File: config.mk
export PLATFORM = sky130hd
export DESIGN_NAME = prog_loader_flat
export DESIGN_NICKNAME = d
export VERILOG_FILES = /design/src/rtl/prog_loader_if.sv /design/src/rtl/prog_loader.sv /design/src/flat_wrapper.sv
export SDC_FILE = /design/constraint.sdc
export NUM_CORES = 1
export LEC_CHECK = 0
export BUFFER_PORTS_ARGS = -buffer_cell sky130_fd_sc_hd__buf_4
export CORE_UTILIZATION = 52
export DETAILED_ROUTE_END_ITERATION = 8
export PLACE_DENSITY = 0.71
export SKIP_LAST_GASP = 1
export SYNTH_ARGS = -nofsm -noshare
export SYNTH_HDL_FRONTEND = slang
export SYNTH_SLANG_ARGS = --single-unit
File: constraint.sdc
create_clock -name CLK -period 2.2 [get_ports CLK]
set_input_delay 0.44 -clock CLK [delete_from_list [all_inputs] [get_ports CLK]]
set_output_delay 0.44 -clock CLK [all_outputs]
set_load 0.05 [all_outputs]
File: src/rtl/prog_loader_if.sv
// Program loader bus: upstream byte stream, load control/status and the
// CPU-side instruction read port. clk/reset stay plain ports on the module.
interface prog_loader_if;
   logic       START;
   logic       IN_VALID;
   logic [7:0] IN_DATA;
   logic       IN_READY;
   logic [3:0] Address;
   logic [7:0] Order;
   logic       CPU_HOLD;
   logic       DONE;
   logic       ERR;

   // Testbench / upstream side.
   modport master (
      output START, IN_VALID, IN_DATA, Address,
      input  IN_READY, Order, CPU_HOLD, DONE, ERR
   );

   // Loader side.
   modport slave (
      input  START, IN_VALID, IN_DATA, Address,
      output IN_READY, Order, CPU_HOLD, DONE, ERR
   );
endinterface : prog_loader_if

File: src/rtl/prog_loader.sv
// Program loader: streams 16 program bytes into a 16x8 instruction store
// while holding the CPU in reset, then releases it HOLD_CYCLES cycles after
// the last accepted byte and pulses DONE.
// Optional feature: define PROG_LOADER_CHECKSUM_EN to add a trailing
// checksum byte (CHECK state) that is compared against the running sum of
// the 16 program bytes; a mismatch sets the sticky ERR flag.
module prog_loader #(
   parameter int unsigned HOLD_CYCLES = 2   // legal range 1..15
) (
   input  logic          CLK,
   input  logic          CLR,
   prog_loader_if.slave  bus
);

`ifdef PROG_LOADER_CHECKSUM_EN
   typedef enum logic [1:0] {IDLE, LOAD, CHECK, HOLD} state_t;
`else
   typedef enum logic [1:0] {IDLE, LOAD, HOLD} state_t;
`endif

   localparam logic [3:0] HOLD_LAST = 4'(HOLD_CYCLES - 1);

   state_t      state_q;
   logic [3:0]  wptr_q;
   logic [3:0]  wptr_d;
   logic [3:0]  hold_cnt_q;
   logic [7:0]  mem_q [16];
   logic        in_ready_q;
   logic        cpu_hold_q;
   logic        done_q;
   logic        accept;

`ifdef PROG_LOADER_CHECKSUM_EN
   logic [7:0]  sum_q;
   logic [7:0]  sum_d;
   logic        err_q;

   // Running modulo-256 sum of the accepted program bytes.
   assign sum_d   = sum_q + bus.IN_DATA;
   assign bus.ERR = err_q;
`else
   assign bus.ERR = 1'b0;
`endif

   // A byte moves only when the loader advertises ready and upstream is valid.
   assign accept = bus.IN_VALID & in_ready_q;
   // 4-bit pointer wraps naturally from 15 back to 0.
   assign wptr_d = wptr_q + 4'd1;

   // Instruction read is a plain array lookup: a write this cycle shows up next cycle.
   assign bus.Order    = mem_q[bus.Address];
   assign bus.IN_READY = in_ready_q;
   assign bus.CPU_HOLD = cpu_hold_q;
   assign bus.DONE     = done_q;

   // Load sequencer: state, pointer, counters, storage and registered outputs.
   always_ff @(posedge CLK) begin
      if (CLR) begin
         state_q    <= IDLE;
         wptr_q     <= '0;
         hold_cnt_q <= '0;
         in_ready_q <= 1'b0;
         cpu_hold_q <= 1'b0;
         done_q     <= 1'b0;
`ifdef PROG_LOADER_CHECKSUM_EN
         sum_q      <= '0;
         err_q      <= 1'b0;
`endif
         // NOTE: the store is deliberately cleared on reset so a CPU released
         // after an aborted load never fetches stale code; this keeps it in flops.
         for (int i = 0; i < 16; i++) begin
            mem_q[i] <= '0;
         end
      end else begin
         // NOTE: non-blocking everywhere here so every register sees the
         // pre-edge values regardless of statement order.
         done_q <= 1'b0;
         unique case (state_q)
            IDLE: begin
               if (bus.START) begin
                  state_q    <= LOAD;
                  wptr_q     <= '0;
                  in_ready_q <= 1'b1;
                  cpu_hold_q <= 1'b1;
`ifdef PROG_LOADER_CHECKSUM_EN
                  sum_q      <= '0;
                  err_q      <= 1'b0;
`endif
               end
            end
            LOAD: begin
               if (accept) begin
                  mem_q[wptr_q] <= bus.IN_DATA;
                  wptr_q        <= wptr_d;
`ifdef PROG_LOADER_CHECKSUM_EN
                  sum_q         <= sum_d;
                  if (wptr_q == 4'hF) begin
                     state_q <= CHECK;
                  end
`else
                  if (wptr_q == 4'hF) begin
                     state_q    <= HOLD;
                     in_ready_q <= 1'b0;
                     hold_cnt_q <= '0;
                  end
`endif
               end
            end
`ifdef PROG_LOADER_CHECKSUM_EN
            CHECK: begin
               if (accept) begin
                  err_q      <= (bus.IN_DATA != sum_q);
                  state_q    <= HOLD;
                  in_ready_q <= 1'b0;
                  hold_cnt_q <= '0;
               end
            end
`endif
            HOLD: begin
               if (hold_cnt_q == HOLD_LAST) begin
                  state_q    <= IDLE;
                  cpu_hold_q <= 1'b0;
                  done_q     <= 1'b1;
               end else begin
                  hold_cnt_q <= hold_cnt_q + 4'd1;
               end
            end
            default: begin
               state_q    <= IDLE;
               in_ready_q <= 1'b0;
               cpu_hold_q <= 1'b0;
            end
         endcase
      end
   end

endmodule : prog_loader
File: src/flat_wrapper.sv
// flat-port wrapper written by rule: the top's interface ports become plain ports
module prog_loader_flat 
#(
   parameter int unsigned HOLD_CYCLES = 2                       
)
  (CLK, CLR, bus_START, bus_IN_VALID, bus_IN_DATA, bus_Address, bus_IN_READY, bus_Order, bus_CPU_HOLD, bus_DONE, bus_ERR);
  prog_loader_if bus_i ();
  input  logic CLK;
  input  logic CLR;
  input wire logic [$bits(bus_i.START)-1:0] bus_START;
  input wire logic [$bits(bus_i.IN_VALID)-1:0] bus_IN_VALID;
  input wire logic [$bits(bus_i.IN_DATA)-1:0] bus_IN_DATA;
  input wire logic [$bits(bus_i.Address)-1:0] bus_Address;
  output wire logic [$bits(bus_i.IN_READY)-1:0] bus_IN_READY;
  output wire logic [$bits(bus_i.Order)-1:0] bus_Order;
  output wire logic [$bits(bus_i.CPU_HOLD)-1:0] bus_CPU_HOLD;
  output wire logic [$bits(bus_i.DONE)-1:0] bus_DONE;
  output wire logic [$bits(bus_i.ERR)-1:0] bus_ERR;
  assign bus_i.START = bus_START;
  assign bus_i.IN_VALID = bus_IN_VALID;
  assign bus_i.IN_DATA = bus_IN_DATA;
  assign bus_i.Address = bus_Address;
  assign bus_IN_READY = bus_i.IN_READY;
  assign bus_Order = bus_i.Order;
  assign bus_CPU_HOLD = bus_i.CPU_HOLD;
  assign bus_DONE = bus_i.DONE;
  assign bus_ERR = bus_i.ERR;
  prog_loader #(.HOLD_CYCLES(HOLD_CYCLES)) u_core (.CLK(CLK), .CLR(CLR), .bus(bus_i));
endmodule
# After elaboration in Yosys (flattened, before gate mapping)
# Memories as Yosys holds them, arrays and structs flattened.
# Index checks and enable logic that the tools add are counted.
# totals
input_bits	16
mem_bits_rw	128
output_inout_bits	12
mem_bits_ro	0
memories	1
latchBits	0
register_bits	13
# memory_table
name	depth	width	rd	rd_ports_with_merged_regs	write_ports	line	text
u_core.mem_q	16	8	1	0	16	prog_loader.sv:27	logic [7:0] mem_q [16];
# op_classes
n_eq_ne	9
add_sub_neg	2
n_mux	28
order_cmp	0
n_mul	0
n_shift	0
n_reduce_logical	10
bitwise	3
div	0
# op_table
op	count
2-to-1 mux 4 bit	6
case mux 4 bit (2 select lines)	2
2-to-1 mux 1 bit	12
AND reduction 4 bit	3
adder 4 x 1 -> 4 bit, second input constant	2
2-to-1 mux 2 bit	4
2-to-1 mux 8 bit	1
OR reduction 8 bit	1
!= test 2 x 1 -> 1 bit, second input constant	3
case mux 1 bit (3 select lines)	2
case mux 2 bit (3 select lines)	1
AND reduction 3 bit	2
equality test 4 x 1 -> 1 bit, second input constant	1
equality test 4 bit, second input constant	1
!= test 2 bit, second input constant	2
nonzero test 2 bit	2
equality test 2 x 1 -> 1 bit, second input constant	1
equality test 2 bit, second input constant	1
zero test 2 bit	1
NOT 1 bit	2
OR reduction 2 bit	1
AND 1 bit	1

# Longest topological paths before layout
# logic_depth
word_depth	7
ltp_mapped	6
depth_no_buf	6

# Worst setup path before layout
# OpenSTA, ideal clock, no wires.
# synth_path
kind	input-to-output
start	input bus_Address[0]
end	output bus_Order[6]
t_arrival_ns	1.777
slack_ns	-0.017
cell_stages	5
n_path_buf	2
path_cell_list	buf_2 buf_4 mux4_2 a22oi_1 nand2_1
# synth_between
elab_chain_cells	1
# synth_lines
item	line	text
start: declaration	flat_wrapper.sv:13	input wire logic [$bits(bus_i.Address)-1:0] bus_Address;
memory read (16 x 8 bit)	-	
end: declaration	flat_wrapper.sv:15	output wire logic [$bits(bus_i.Order)-1:0] bus_Order;
# No other way between the ends.

# Worst setup path after layout
# layout_path
start	memory u_core.mem_q[3][6]
end	output bus_Order[6]
# layout_between
elab_chain_cells	1
# layout_lines
item	line
start: declaration	prog_loader.sv:27
memory read (16 x 8 bit)	-
# No other way between the ends.

==> results.json <==
{
  "fin_tns_setup_ps": -117,
  "h-tree-depth": 4,
  "ys_async_sr_fraction": 0,
  "ir_worst_vdd_uv": 768,
  "dpl_worst_slack_ps": -125,
  "synth_top_area_frac": 0.599,
  "cts_tree": "done",
  "cp_max_fo": 1,
  "path_cells": "mux4_2 > a22oi_2 > nand2_2 > buf_6",
  "gp_congestion": 0.752,
  "diodes": 0,
  "hpwl_um": 9430,
  "netlist_instances": 488,
  "cts-buffers-inserted": 17,
  "cp.depth": 4,
  "synth_nets": 511,
  "antenna_found_initial": 0,
  "synthTopCellsByArea": "edfxtp_1 60%, mux4_2 11%, nor2_1 7.3%, dfxtp_1 4.1%, nand2_1 3.0%",
  "insertion_delay_ps": 420,
  "post-route-util": 0.635,
  "cts_root_buf": "clkbuf_16",
  "core_um2": 12000,
  "synth_edf_count": 128,
  "gr-total-overflow": 0,
  "rows": 40,
  "cts_max_path_buffers": 2,
  "hold_depth": 2,
  "port-buffer-count": 26,
  "worstPathRequired_ps": 1760,
  "worst-setup-path-type": "reg -> out",
  "reg2reg_depth": 5,
  "die_h_um": 113,
  "start_util": 0.534,
  "cp_slowest_cell": "mux4_2",
  "grt_pass1_wl_um": 22100,
  "io_pins": 28,
  "skew_ps": 9.27,
  "rsz0062_at_grt": "yes",
  "cts.reportedPaths.clkPinSlew_ps": 50,
  "ys_ff_latch": 141,
  "postSynthAreaPerCell_um2": 13.2,
  "synth-seq-area-share": 0.639,
  "wl_per_cell_um": 20.4,
  "die_w_um": 113,
  "nNetsFinal": 554,
  "syn_to_final_growth_pct": 18.8,
  "grt_start_max_net_pins": 30,
  "vias": 4135,
  "status": "finished with violations",
  "groute.usage.overall": 0.240,
  "setup.worst_path.end_class": "output port",
  "powerDensity_nw_per_um2": 809,
  "power_leakage_nw": 2.63,
  "cts_sinks": 141,
  "synth_largest_area_cell": "edfxtp_1",
  "wirelength_um": 14100,
  "die-area_um2": 12800,
  "synthesis.area_um2": 6420,
  "postCtsHoldBufs": 0,
  "worst_slew_pin_slew_ps": 683,
  "timing.critical_path.buf_inv": 1,
  "arrival_ps": 1790,
  "cpPeakStageDelay_ps": 520,
  "finalSetupViolCount": 5,
  "drt_iter0_drc": 331,
  "synth_ff_type": "edfxtp_1",
  "finalHoldViolCount": 0,
  "ant_nets": 0,
  "violations": "setup timing",
  "finalCriticalPeriod_ps": 2230,
  "viasPerCell": 6.00,
  "relSlewSlack": 0.544,
  "dr.pass1.iters": 5,
  "hold_class": "in -> reg",
  "start_kind": "flip-flop",
  "post-route-period-util": 1.01,
  "worst_hold_slack_ps": 250,
  "total_power_mw": 6.17,
  "yosys_warnings": 0,
  "drive_above_1_share": 0.273,
  "max_clock_freq_ghz": 0.448,
  "grt_pass1_vias": 4140,
  "fin_ws_ps": -31.1,
  "drcViolationCount": 0,
  "maxCapViolations": 0,
  "critPathTopFamily": "multiplexers",
  "slew_viol_final": 0,
  "yosysUniqueCellTypes": 41
}
[metal layers]
metal	global-route usage	part of all wire
met5	0	0
met4	0.0868	0.021
met3	0.0637	0.079
met2	0.396	0.49
met1	0.309	0.41
[sequential cells by signal, summed over array words and instances, names as in the netlist]
register             count
u_core.bus.DONE          1
u_core.mem_q           128
u_core.bus.IN_READY      1
u_core.wptr_q            4
u_core.hold_cnt_q        4
u_core.bus.CPU_HOLD      1
u_core.state_q           2
[cell type report]
type | instances | area, µm²
fillers | 890 | 4390
flip-flops and latches | 141 | 4100
clock inverters | 10 | 100
clock buffers | 20 | 437
well taps | 147 | 184
repair buffers | 58 | 566
multi-input cells | 307 | 2210
inverters | 6 | 22.5
[synthesized netlist by cell type (2+ instances only)]
library cell / n
buf_2: 4
nor2b_1: 5
a211oi_1: 2
ha_1: 7
nand4_1: 2
buf_4: 3
buf_6: 4
buf_1: 5
nand3_1: 5
o21bai_1: 10
nand3b_1: 2
mux4_2: 32
nor3_1: 4
and2_1: 10
a21oi_1: 8
or3_1: 3
nand2b_1: 4
nand2_1: 51
a22oi_1: 16
a31o_2: 5
inv_1: 6
edfxtp_1: 128
dfxtp_1: 13
nor2_1: 125
clkbuf_1: 18
[cell families after synthesis]
logic type | after synthesis | share of synthesized area
muxes | 33 | 0.114
other | 1 | 0.000584
and+or+nand+nor | 218 | 0.144
adders and majority gates | 7 | 0.0136
xor gates and xnor gates | 2 | 0.00273
DFF | 141 | 0.639
buffers and inverters | 40 | 0.0306
AOI/OAI and AO/OA | 46 | 0.0548
[repair_timing]
| action | in CTS | in global routing |
|---|---|---|
| endpoints found under the hold margin | 0 | 0 |
| pin swaps | 7 | 2 |
| buffers inserted | 0 | 0 |
| resized for setup | 22 | 3 |
| gates cloned | 2 | 0 |
| setup endpoints to repair | 8 | 8 |
[through the flow]
stage,instances,area (µm²)
floorplan,488,6440
global placement,657,6930
detailed placement,657,6930
CTS,689,7610
global route,689,7620
finish,689,7620
[power breakdown]
part	total (mW)	internal [mW]	switching [mW]	leakage [nW]
registers	3.03	3.00	0.0293	1.42
logic	0.524	0.219	0.304	0.941
clock network	2.61	1.63	0.985	0.264
total	6.17	4.85	1.32	2.63
[path summary, 6_finish.rpt]
path                             start                    to  slack, ps
setup / recovery    u_core.mem_q[3][6]          bus_Order[6]        -30
hold / removal               bus_START      u_core.wptr_q[3]        250
setup reg to reg     u_core.state_q[0]    u_core.mem_q[4][4]        270
hold reg to reg   u_core.hold_cnt_q[3]  u_core.hold_cnt_q[3]        490
[placed cells by master (no fill, tap or decap), types with 6 or more instances in the layout]
master       n
nor2_1     124
clkbuf_16   17
nand2_2      8
a21oi_1      8
buf_12       6
a22oi_2     13
inv_1        6
buf_4       47
ha_1         7
nand2_1     43
edfxtp_1   128
mux4_2      32
and2_1      10
o21bai_1    10
dfxtp_1     13
Note: power is estimated with default switching activity, not from simulation.
